`src/rtl/serial_adder.sv`:
```
// serial_adder: bit-serial WIDTH-bit adder, one sum bit per clock, LSB first.
// Operands are taken over a valid/ready handshake and the result is returned over another.
//
// Ports:
//   clk, rst       rising-edge clock, synchronous active-high reset
//   in_valid/ready operand handshake; in_ready is high only in IDLE
//   a, b, cin      operands and carry-in, captured on accept
//   out_valid/ready result handshake; out_valid is high only in DONE
//   sum, cout      (a+b+cin) mod 2^WIDTH and the carry out of the MSB
//   busy           high while an operation is in RUN or DONE
module serial_adder #(
    parameter int WIDTH = 8
) (
    input  logic             clk,
    input  logic             rst,
    input  logic             in_valid,
    output logic             in_ready,
    input  logic [WIDTH-1:0] a,
    input  logic [WIDTH-1:0] b,
    input  logic             cin,
    output logic             out_valid,
    input  logic             out_ready,
    output logic [WIDTH-1:0] sum,
    output logic             cout,
    output logic             busy
);

    // cnt only has to reach WIDTH-1, so it never wraps before the exit compare.
    localparam int CW = (WIDTH > 1) ? $clog2(WIDTH) : 1;
    localparam logic [CW-1:0] LAST = CW'(WIDTH - 1);

    typedef enum logic [1:0] {
        IDLE,
        RUN,
        DONE
    } state_t;

    state_t           state_q, state_d;
    logic [WIDTH-1:0] a_q, a_d;
    logic [WIDTH-1:0] b_q, b_d;
    logic [WIDTH-1:0] sum_q, sum_d;
    logic [CW-1:0]    cnt_q, cnt_d;
    logic             carry_q, carry_d;
    logic             cout_q, cout_d;

    logic             s_bit;
    logic             carry_nx;

    assign s_bit    = a_q[0] ^ b_q[0] ^ carry_q;
    assign carry_nx = (a_q[0] & b_q[0]) | (carry_q & (a_q[0] ^ b_q[0]));

    always_comb begin
        state_d = state_q;
        a_d     = a_q;
        b_d     = b_q;
        sum_d   = sum_q;
        cnt_d   = cnt_q;
        carry_d = carry_q;
        cout_d  = cout_q;
        unique case (state_q)
            IDLE: begin
                if (in_valid) begin
                    a_d     = a;
                    b_d     = b;
                    carry_d = cin;
                    cnt_d   = '0;
                    sum_d   = '0;
                    state_d = RUN;
                end
            end
            RUN: begin
                carry_d = carry_nx;
                // New bit enters at the MSB; the shift form also covers WIDTH=1.
                sum_d   = (sum_q >> 1) | (WIDTH'(s_bit) << (WIDTH - 1));
                a_d     = a_q >> 1;
                b_d     = b_q >> 1;
                cnt_d   = cnt_q + 1'b1;
                if (cnt_q == LAST) begin
                    cout_d  = carry_nx;
                    state_d = DONE;
                end
            end
            DONE: begin
                if (out_ready) begin
                    state_d = IDLE;
                end
            end
            default: begin
                state_d = IDLE;
            end
        endcase
    end

    always_ff @(posedge clk) begin
        if (rst) begin
            state_q <= IDLE;
            a_q     <= '0;
            b_q     <= '0;
            sum_q   <= '0;
            cnt_q   <= '0;
            carry_q <= 1'b0;
            cout_q  <= 1'b0;
        end else begin
            state_q <= state_d;
            a_q     <= a_d;
            b_q     <= b_d;
            sum_q   <= sum_d;
            cnt_q   <= cnt_d;
            carry_q <= carry_d;
            cout_q  <= cout_d;
        end
    end

    assign in_ready  = (state_q == IDLE);
    assign out_valid = (state_q == DONE);
    assign busy      = (state_q == RUN) || (state_q == DONE);
    assign sum       = sum_q;
    assign cout      = cout_q;

endmodule

```
`config.mk`:
```
export PLATFORM = sky130hd
export DESIGN_NAME = serial_adder
export DESIGN_NICKNAME = d
export VERILOG_FILES = /design/src/rtl/serial_adder.sv
export SDC_FILE = /design/constraint.sdc
export NUM_CORES = 1
export LEC_CHECK = 0
export CORE_ASPECT_RATIO = 2
export CORE_MARGIN = 1
export CORE_UTILIZATION = 50
export CTS_CLUSTER_SIZE = 12
export DETAILED_ROUTE_END_ITERATION = 6
export PLACE_DENSITY = 0.78
export SLEW_MARGIN = 20
export SYNTH_ARGS = -nofsm -noshare
export SYNTH_HDL_FRONTEND = slang
export SYNTH_SLANG_ARGS = --single-unit
```
`constraint.sdc`:
```
create_clock -name clk -period 2.02 [get_ports clk]
set_input_delay 0.505 -clock clk [delete_from_list [all_inputs] [get_ports clk]]
set_output_delay 0.505 -clock clk [all_outputs]
set_load 0.02 [all_outputs]
```
# --- After elaboration in Yosys (flattened, before gate mapping) ---
# Cells that the tools add are included.
totals:
  wordCells: 40
  input_bits: 21
  reg_bits: 31
classes:
  muxes: 14
  n_reduce_logical: 6
  bitwise: 6
  eq_ne: 6
  addsub: 1
op_table:
  columns: ["cell", "n"]
  rows:
  - ["$pmux 8 s2", 3]
  - ["$mux 8", 3]
  - ["$or 7x8->8", 1]
  - ["$mux 2", 3]
  - ["$pmux 2 s3", 1]
  - ["$pmux 3 s2", 1]
  - ["$ne 2x2->1 const B", 2]
  - ["$reduce_and 2->1", 2]
  - ["$add 3x1->3 const B", 1]
  - ["$eq 3x3->1 const B", 1]
  - ["$mux 3", 1]
  - ["$reduce_and 3->1", 1]
  - ["$and 1x1->1", 2]
  - ["$eq 2x1->1 const B", 1]
  - ["$eq 2x2->1 const B", 1]
  - ["$logic_not 2->1", 1]
  - ["$ne 2x1->1 const B", 1]
  - ["$pmux 1 s2", 1]
  - ["$reduce_bool 2->1", 1]
  - ["$xor 1x1->1", 2]
  - ["$logic_or 1x1->1", 1]
  - ["$mux 1", 1]
  - ["$or 1x1->1", 1]

# --- Depth between registers and ports, before layout ---
# Gate-level depths: netlist of the first run.
depth:
  depth_word: 4
  mapped_depth: 8

# --- Worst setup path before layout of the first run ---
# OpenSTA, ideal clock, no wires.
synth_path:
  kind: "register to register"
  from: "reg state_q[0]"
  to: "reg sum_q[6], in the netlist sum[6]"
  path_stages_with_launch: 8
  arrival_ps: 1447
  path_buffers: 2
  setup_slack_ps: 449
  period_less_slack_ps: 1571
  setup_time_ps: 124
  cell_sequence: "dfxtp_1 > inv_1 > ha_1 > buf_6 > nor2b_4 > buf_6 > a222oi_1 > nor2_1"
synth_via:
  elab_chain_cells: 3
  word_cells_on_any_way: 6
synth_rtl:
  columns: ["item", "line_no", "text"]
  rows:
  - ["start, declared", "38", "state_t state_q, state_d;"]
  - ["start signal, assigned", "104", "state_q <= state_d;"]
  - ["$logic_not 2->1 *", null, null]
  - ["net in_ready", "17", "output logic in_ready,"]
  - ["$ne 2x2->1 (no line) or $reduce_bool 2->1 (tied branches)", null, null]
  - ["$reduce_and 2->1 (no line)", null, null]
  - ["end signal, assigned", "107", "sum_q <= sum_d;"]
  - ["end, declared", "41", "logic [WIDTH-1:0] sum_q, sum_d;"]
# Mark *: on every way through the listed nets, which the timed path passes. The rest lies on a longest branch.
# A chain may end at the register's enable or synchronous reset.

# --- Worst setup path after layout of the first run ---
layout_path:
  from: "reg state_q[0]"
  to: "out busy"
layout_via:
  elab_chain_cells: 2
  word_cells_on_any_way: 3
layout_rtl:
  columns: ["item", "line_no", "text"]
  rows:
  - ["$eq 2x1->1 or $eq 2x2->1 (tied branches)", "116", "assign busy = (state_q == RUN) || (state_q == DONE);"]
  - ["$logic_or 1x1->1 *", "116", null]
  - ["end, declared", "25", "output logic busy"]
# Mark *: on every way between the ends. The rest lies on a longest branch, timed or not.

==> out/results.ini, run 1 <==
[outcome]
status=finished, final reports clean

[grt]
grt_max_degree=36
antenna_found_initial=0
grt_pass1_vias=1280
overflow=0
grt_pass1_wl_um=5499
grt_usage=0.2082

[sta]
setup_ws_ns=0.1709
hold_viol=0
worst_slew_pin_slew_ns=0.5729
period_needed_ns=1.849
fmax_ghz=0.5408
tns_ns=0
skew_ns=0.005965
slew_violations=0
rsz0062_at_grt=no
setup_viol=0
post-route-period-util=0.9154
max-slew-margin-rel=0.6169

[die]
rows=29
start_util=0.5217
core_area_um2=3120
die_h_um=82.69
dieArea_um2=3502
ios=33
die_width_um=42.35

[yosys]
ys_seq_area_frac=0.3812
synth-seq-cells=31
syn_area_um2=1628
synthDistinctLibCells=30
netlist.area_leader.share=0.3812
yosysWarnings=0
synth_nets=189
syn_inst=162
synth.avg_cell_area_um2=10.05
yosys-top-cells-area=dfxtp_1 (38%), mux2i_1 (10%), a211oi_1 (6.9%)
synth_top_area_cell=dfxtp_1

[worst_setup_path]
critPathArrivalTime_ns=1.34
max_stage_delay_ns=0.36
cp-start-kind=flip-flop
timing.rr.start=state_q[1]
cp_num_cells=3
cp_cell_sequence=inv_1 -> ha_1 -> dlygate4sd2_1
crit_fanout=3
r2r-end=a_q[1]
endpoint_kind=output port
cpLargestDelayFamily=buffers and inverters
path_buf_inv=2
critPathKind=flip-flop to output port
r2r_slack_ns=0.35
reg2reg_depth=6
required_ns=1.51
crit_slowest_cell=dfxtp_1

[placement]
postPlaceCellArea_um2=1917
gp_congestion=0.7328
place_ws_ns=0.06560
hpwl_um=2333
portBuffers=32

[cells_and_area]
mostFrequentLayoutCells=dfxtp_1 (31), clkdlybuf4s50_1 (29), nor2_1 (23)
nets=221
nFillCells=274
final_common_cell=dfxtp_1
design_area_um2=2019
syn_to_final_growth_pct=24.06
n_antenna_cell=0
drive_gt1_frac=0.1237

[clock_tree]
clkTransAtPathRegs_ns=0.06
cts_made_buffers=5
htree_levels=2
cts_tree=built
clock_tree.buffer_depth=2
cts_root_buf=clkbuf_8
cts_sinks=31
clock_latency_ns=0.28

[power_and_ir_drop]
leakagePower_nw=0.7920
ir_drop_v=0.0007616
powerDensity_nw_per_um2=1234
total_power_w=0.002492

[detailed_routing]
num_vias=1302
ant_nets=0
drt-total-wl_um=3291
drc=0
post_drt_wl_per_cell_um=14.63
dr.first_iter.drc_count=31
drt_pass1_iterations=4
via_per_inst=5.787

[worst_hold_path]
hold_class=flip-flop to flip-flop
hold_end=cnt_q[1]
holdPathStages=2
hp-start=cnt_q[1]

[run]
maxCapViolations=0

-- cell families after synthesis --
logic type | Yosys count | share of synthesized area
adders and majority gates | 6 | 0.05073
DFF | 31 | 0.3812
AOI/OAI and AO/OA | 36 | 0.1745
buffers and inverters | 23 | 0.1015
muxes | 26 | 0.1760
and+or+nand+nor | 40 | 0.1161
-- metrics by stage --
stage / util / std cells / hold WS [ns]
6_report: 0.6472 / 225 / 0.4694
5_1_grt: 0.6472 / 225 / 0.5055
4_1_cts: 0.6464 / 225 / 0.4666
3_5_place_dp: 0.6143 / 218 / 0.4587
3_3_place_gp: 0.6143 / 218 / 0.4423
2_1_floorplan: - / 162 / 0.4400
-- sequential cells by signal (all words and copies together), names as in the netlist --
| signal | count |
|---|---|
| a_q | 8 |
| b_q | 8 |
| sum | 8 |
| cnt_q | 3 |
| state_q | 2 |
| carry_q | 1 |
| cout | 1 |
-- layout make-up --
| class | count | area [µm²] | share of cell area |
|---|---|---|---|
| multi-input cells | 108 | 842.1 | 0.4170 |
| flip-flops and latches | 31 | 620.6 | 0.3073 |
| repair buffers | 38 | 377.9 | 0.1871 |
| well taps | 31 | 38.79 | 0.01921 |
| clock buffers | 6 | 72.57 | 0.03594 |
| clock inverters | 1 | 30.03 | 0.01487 |
| inverters | 10 | 37.54 | 0.01859 |
-- synth_stat cells --
library cell	instances
o211ai_1	1
nor2b_1	2
or3_1	1
nand2_1	5
inv_1	8
buf_8	1
buf_2	2
clkinv_1	1
a222oi_1	8
a21oi_1	7
mux2_2	5
buf_4	1
buf_12	1
dfxtp_1	31
mux2_4	4
mux2i_1	17
a22oi_1	1
a211oi_1	15
a221oi_2	1
inv_2	1
nand3b_1	1
nor2_1	23
clkbuf_1	2
fa_1	1
nand2b_1	6
buf_6	6
nor2b_4	1
ha_1	5
a311oi_1	3
and2_1	1
-- where the power goes --
part / total, W / switching [W] / internal (W)
combinational: 0.00104 / 0.000581 / 0.000458
sequential: 0.000875 / 0.000101 / 0.000775
clock: 0.000578 / 0.000217 / 0.000361
-- worst reg2reg max path, delay by kind of cell, from the launching register on --
family | cells | cell delay, ns
and+or+nand+nor | 1 | 0.09
DFF | 1 | 0.33
muxes | 1 | 0.40
adders and majority gates | 1 | 0.19
buffers and inverters | 2 | 0.31
AOI/OAI and AO/OA | 1 | 0.25
-- layer usage --
metal	global-route usage	part of all wire	wire, µm	vias up
met3	0.05217	0.038	124	7
met2	0.3615	0.55	1809	39
li1	-	-	-	650
met5	0	0	0	-
met4	0.1406	0.022	72	0
met1	0.2165	0.39	1285	606
-- worst max path at each step --
stage	slack, ns	start	end
2_1_floorplan	0.45	state_q[0]	sum[6]
3_3_place_gp	0.18	in_valid	b_q[2]
3_5_place_dp	0.07	in_valid	b_q[3]
4_1_cts	0.03	state_q[0]	in_ready
5_1_grt	0.13	state_q[0]	busy
6_report	0.17	state_q[0]	busy
-- what timing repair did --
item / CTS / global route
resized for setup: 2 / 1
buffers inserted: 0 / 0
hold buffers: 0 / 0
gates cloned: 0 / 0
setup endpoints to repair: 2 / 1
Power figures use the tool's default switching activity.
==> run 2: changes to the inputs <==
--- a/config.mk
+++ b/config.mk
@@ -5,12 +5,14 @@
 export SDC_FILE = /design/constraint.sdc
 export NUM_CORES = 1
 export LEC_CHECK = 0
+export CELL_PAD_IN_SITES_DETAIL_PLACEMENT = 1
+export CELL_PAD_IN_SITES_GLOBAL_PLACEMENT = 2
 export CORE_ASPECT_RATIO = 2
 export CORE_MARGIN = 1
-export CORE_UTILIZATION = 50
+export CORE_UTILIZATION = 31
 export CTS_CLUSTER_SIZE = 12
 export DETAILED_ROUTE_END_ITERATION = 6
-export PLACE_DENSITY = 0.78
+export PLACE_DENSITY_LB_ADDON = 0.1
 export SLEW_MARGIN = 20
 export SYNTH_ARGS = -nofsm -noshare
 export SYNTH_HDL_FRONTEND = slang
==> run 2 against run 1 <==
Against the previous run:
- maximum frequency up 1.6%
- largest cell class unchanged
- sequential share of layout area down 0.30 points
- cell count up 12%
- critical path depth down 2
- flip-flop and latch count unchanged
- global-route usage down 4.9 points
==> out/results.ini, run 2 (synthesis results as in run 1) <==
[worst_setup_path]
reg2reg_depth=6  ; unchanged
endpoint_kind=output port
critPathKind=flip-flop to output port
cpLargestDelayFamily=buffers and inverters
crit_fanout=5  ; +2
cp_num_cells=1  ; -2
required_ns=1.51  ; about the same
max_stage_delay_ns=0.63  ; +0.27 ns
path_buf_inv=1  ; -1
crit_slowest_cell=clkdlybuf4s50_1
critPathArrivalTime_ns=1.31  ; -0.03 ns
cp_cell_sequence=clkdlybuf4s50_1
cp-start-kind=flip-flop

[detailed_routing]
num_vias=1320  ; +1.4%
top_layer=met4
dr.first_iter.drc_count=44  ; +42%
wl_met1_um=1430  ; +11%
wl_met3_um=97  ; -22%
post_drt_wl_per_cell_um=15.03  ; +2.7%
ant_nets=0  ; unchanged
drt-total-wl_um=3772  ; +15%
drt_pass1_iterations=4  ; unchanged
via_per_inst=5.259  ; -9.1%
dr_wl_met2_um=2182  ; +21%
drc=0  ; unchanged

[power_and_ir_drop]
leakagePower_nw=0.7958  ; +0.49%
powerDensity_nw_per_um2=1204  ; -2.5%
ir_drop_v=0.0009134  ; +20%

[run]
maxCapViolations=0  ; unchanged

[cells_and_area]
design_area_um2=2039  ; +0.99%
syn_to_final_growth_pct=25.29
nets=219  ; -0.90%
final_common_cell=dfxtp_1
n_antenna_cell=0  ; unchanged
drive_gt1_frac=0.1192  ; -0.004540
mostFrequentLayoutCells=dfxtp_1 (31), clkdlybuf4s50_1 (29), nor2_1 (23)

[clock_tree]
cts_root_buf=clkbuf_8
cts_made_buffers=5  ; unchanged
clkTransAtPathRegs_ns=0.06  ; about the same
cts_sinks=31  ; unchanged
clock_latency_ns=0.27  ; about the same
clock_tree.buffer_depth=2  ; unchanged
postCtsHoldBufs=0  ; unchanged
cts_tree=built
htree_levels=2  ; unchanged

[sta]
tns_ns=0  ; unchanged
skew_ns=0.002183  ; -0.003783 ns
post-route-period-util=0.9009  ; -0.01453
max-slew-margin-rel=0.6640  ; +0.04710
hold_viol=0  ; unchanged
period_needed_ns=1.820  ; -0.02934 ns
worst_slew_pin_slew_ns=0.5025  ; -0.07043 ns
slew_violations=0  ; unchanged
fmax_ghz=0.5495  ; +1.6%
rsz0062_at_grt=no
setup_viol=0  ; unchanged

[grt]
overflow=0  ; unchanged
grt_max_degree=36  ; unchanged
grt_usage=0.1590  ; -0.04914
grt_pass1_vias=1446  ; +13%
grt_pass1_wl_um=6561  ; +19%
antenna_found_initial=0  ; unchanged

[placement]
gp_congestion=0.6687  ; -8.7%
postPlaceCellArea_um2=1936  ; +0.98%
portBuffers=32  ; unchanged
hpwl_um=2743  ; +18%

[worst_hold_path]
hold_class=flip-flop to flip-flop
holdPathStages=2  ; unchanged

[die]
ios=33  ; unchanged
rows=37  ; +28%
core_area_um2=5092  ; +63%
die_width_um=53.24  ; +26%
die_h_um=104.5  ; +26%
dieArea_um2=5563  ; +59%
start_util=0.3197  ; -0.2020

[outcome]
status=finished, final reports clean

-- run 2: cell types whose count changed in the layout (fill, tap and decap cells not counted) --
cell,delta
clkbuf_8,+2
bufinv_16,-1
dlymetal6s2s_1,+1
buf_4,-2
dlygate4sd2_1,-1
-- run 2: cell type report --
class | instances | area (µm²)
Clock buffer | 8 | 100.1
Fill cell | 594 | 3053
Inverter | 10 | 37.54
Multi-Input combinational cell | 108 | 842.1
Sequential cell | 31 | 620.6
Tap cell | 58 | 72.57
Timing Repair Buffer | 36 | 366.6
-- run 2: where the power goes --
part	total [W]	switching [W]	internal, W
Combinational	0.00105	0.000591	0.000457
Clock	0.000531	0.000220	0.000311
Sequential	0.000876	0.000101	0.000774
-- run 2: final timing paths --
check,start,endpoint,slack (ns)
max,sum[7],sum[7],0.20
min,cnt_q[1],cnt_q[1],0.47
max reg2reg,state_q[1],sum[3],0.32
min reg2reg,cnt_q[1],cnt_q[1],0.47
-- run 2: metrics by stage --
stage	instances	hold WS (ns)	worst slack, ns	total power [W]	util
after global placement	243	0.4486	0.1451	0.001929	0.3801
after CTS	251	0.4767	0.004902	0.002508	0.3995
after detailed placement	243	0.4686	0.08113	0.001976	0.3801
after global routing	251	0.5066	0.1264	0.002656	0.4005
final	251	0.4709	0.2002	0.002455	0.4005
after floorplan	162	0.4400	0.4491	0.001795	-
-- run 2: worst register-to-register path: cells and delay by family, from the launching register on --
family	cells	cell delay (ns)
AO/OA/AOI/OAI	1	0.38
adder cells (fa/ha/maj)	1	0.21
buffers and inverters	2	0.26
flip-flops	1	0.36
AND/OR/NAND/NOR	2	0.37
-- run 2: what timing repair did --
action,4_1_cts,5_1_grt
gates resized for setup,1,2
endpoints found under the setup margin,1,2
setup buffers,0,0
endpoints found under the hold margin,0,0
cloned,0,0
-- run 2: per-layer routing --
metal	global-route usage	vias up
met2	0.2929	23
met4	0.05639	0
met1	0.1625	644
met5	0	-
met3	0.03509	7
li1	-	646
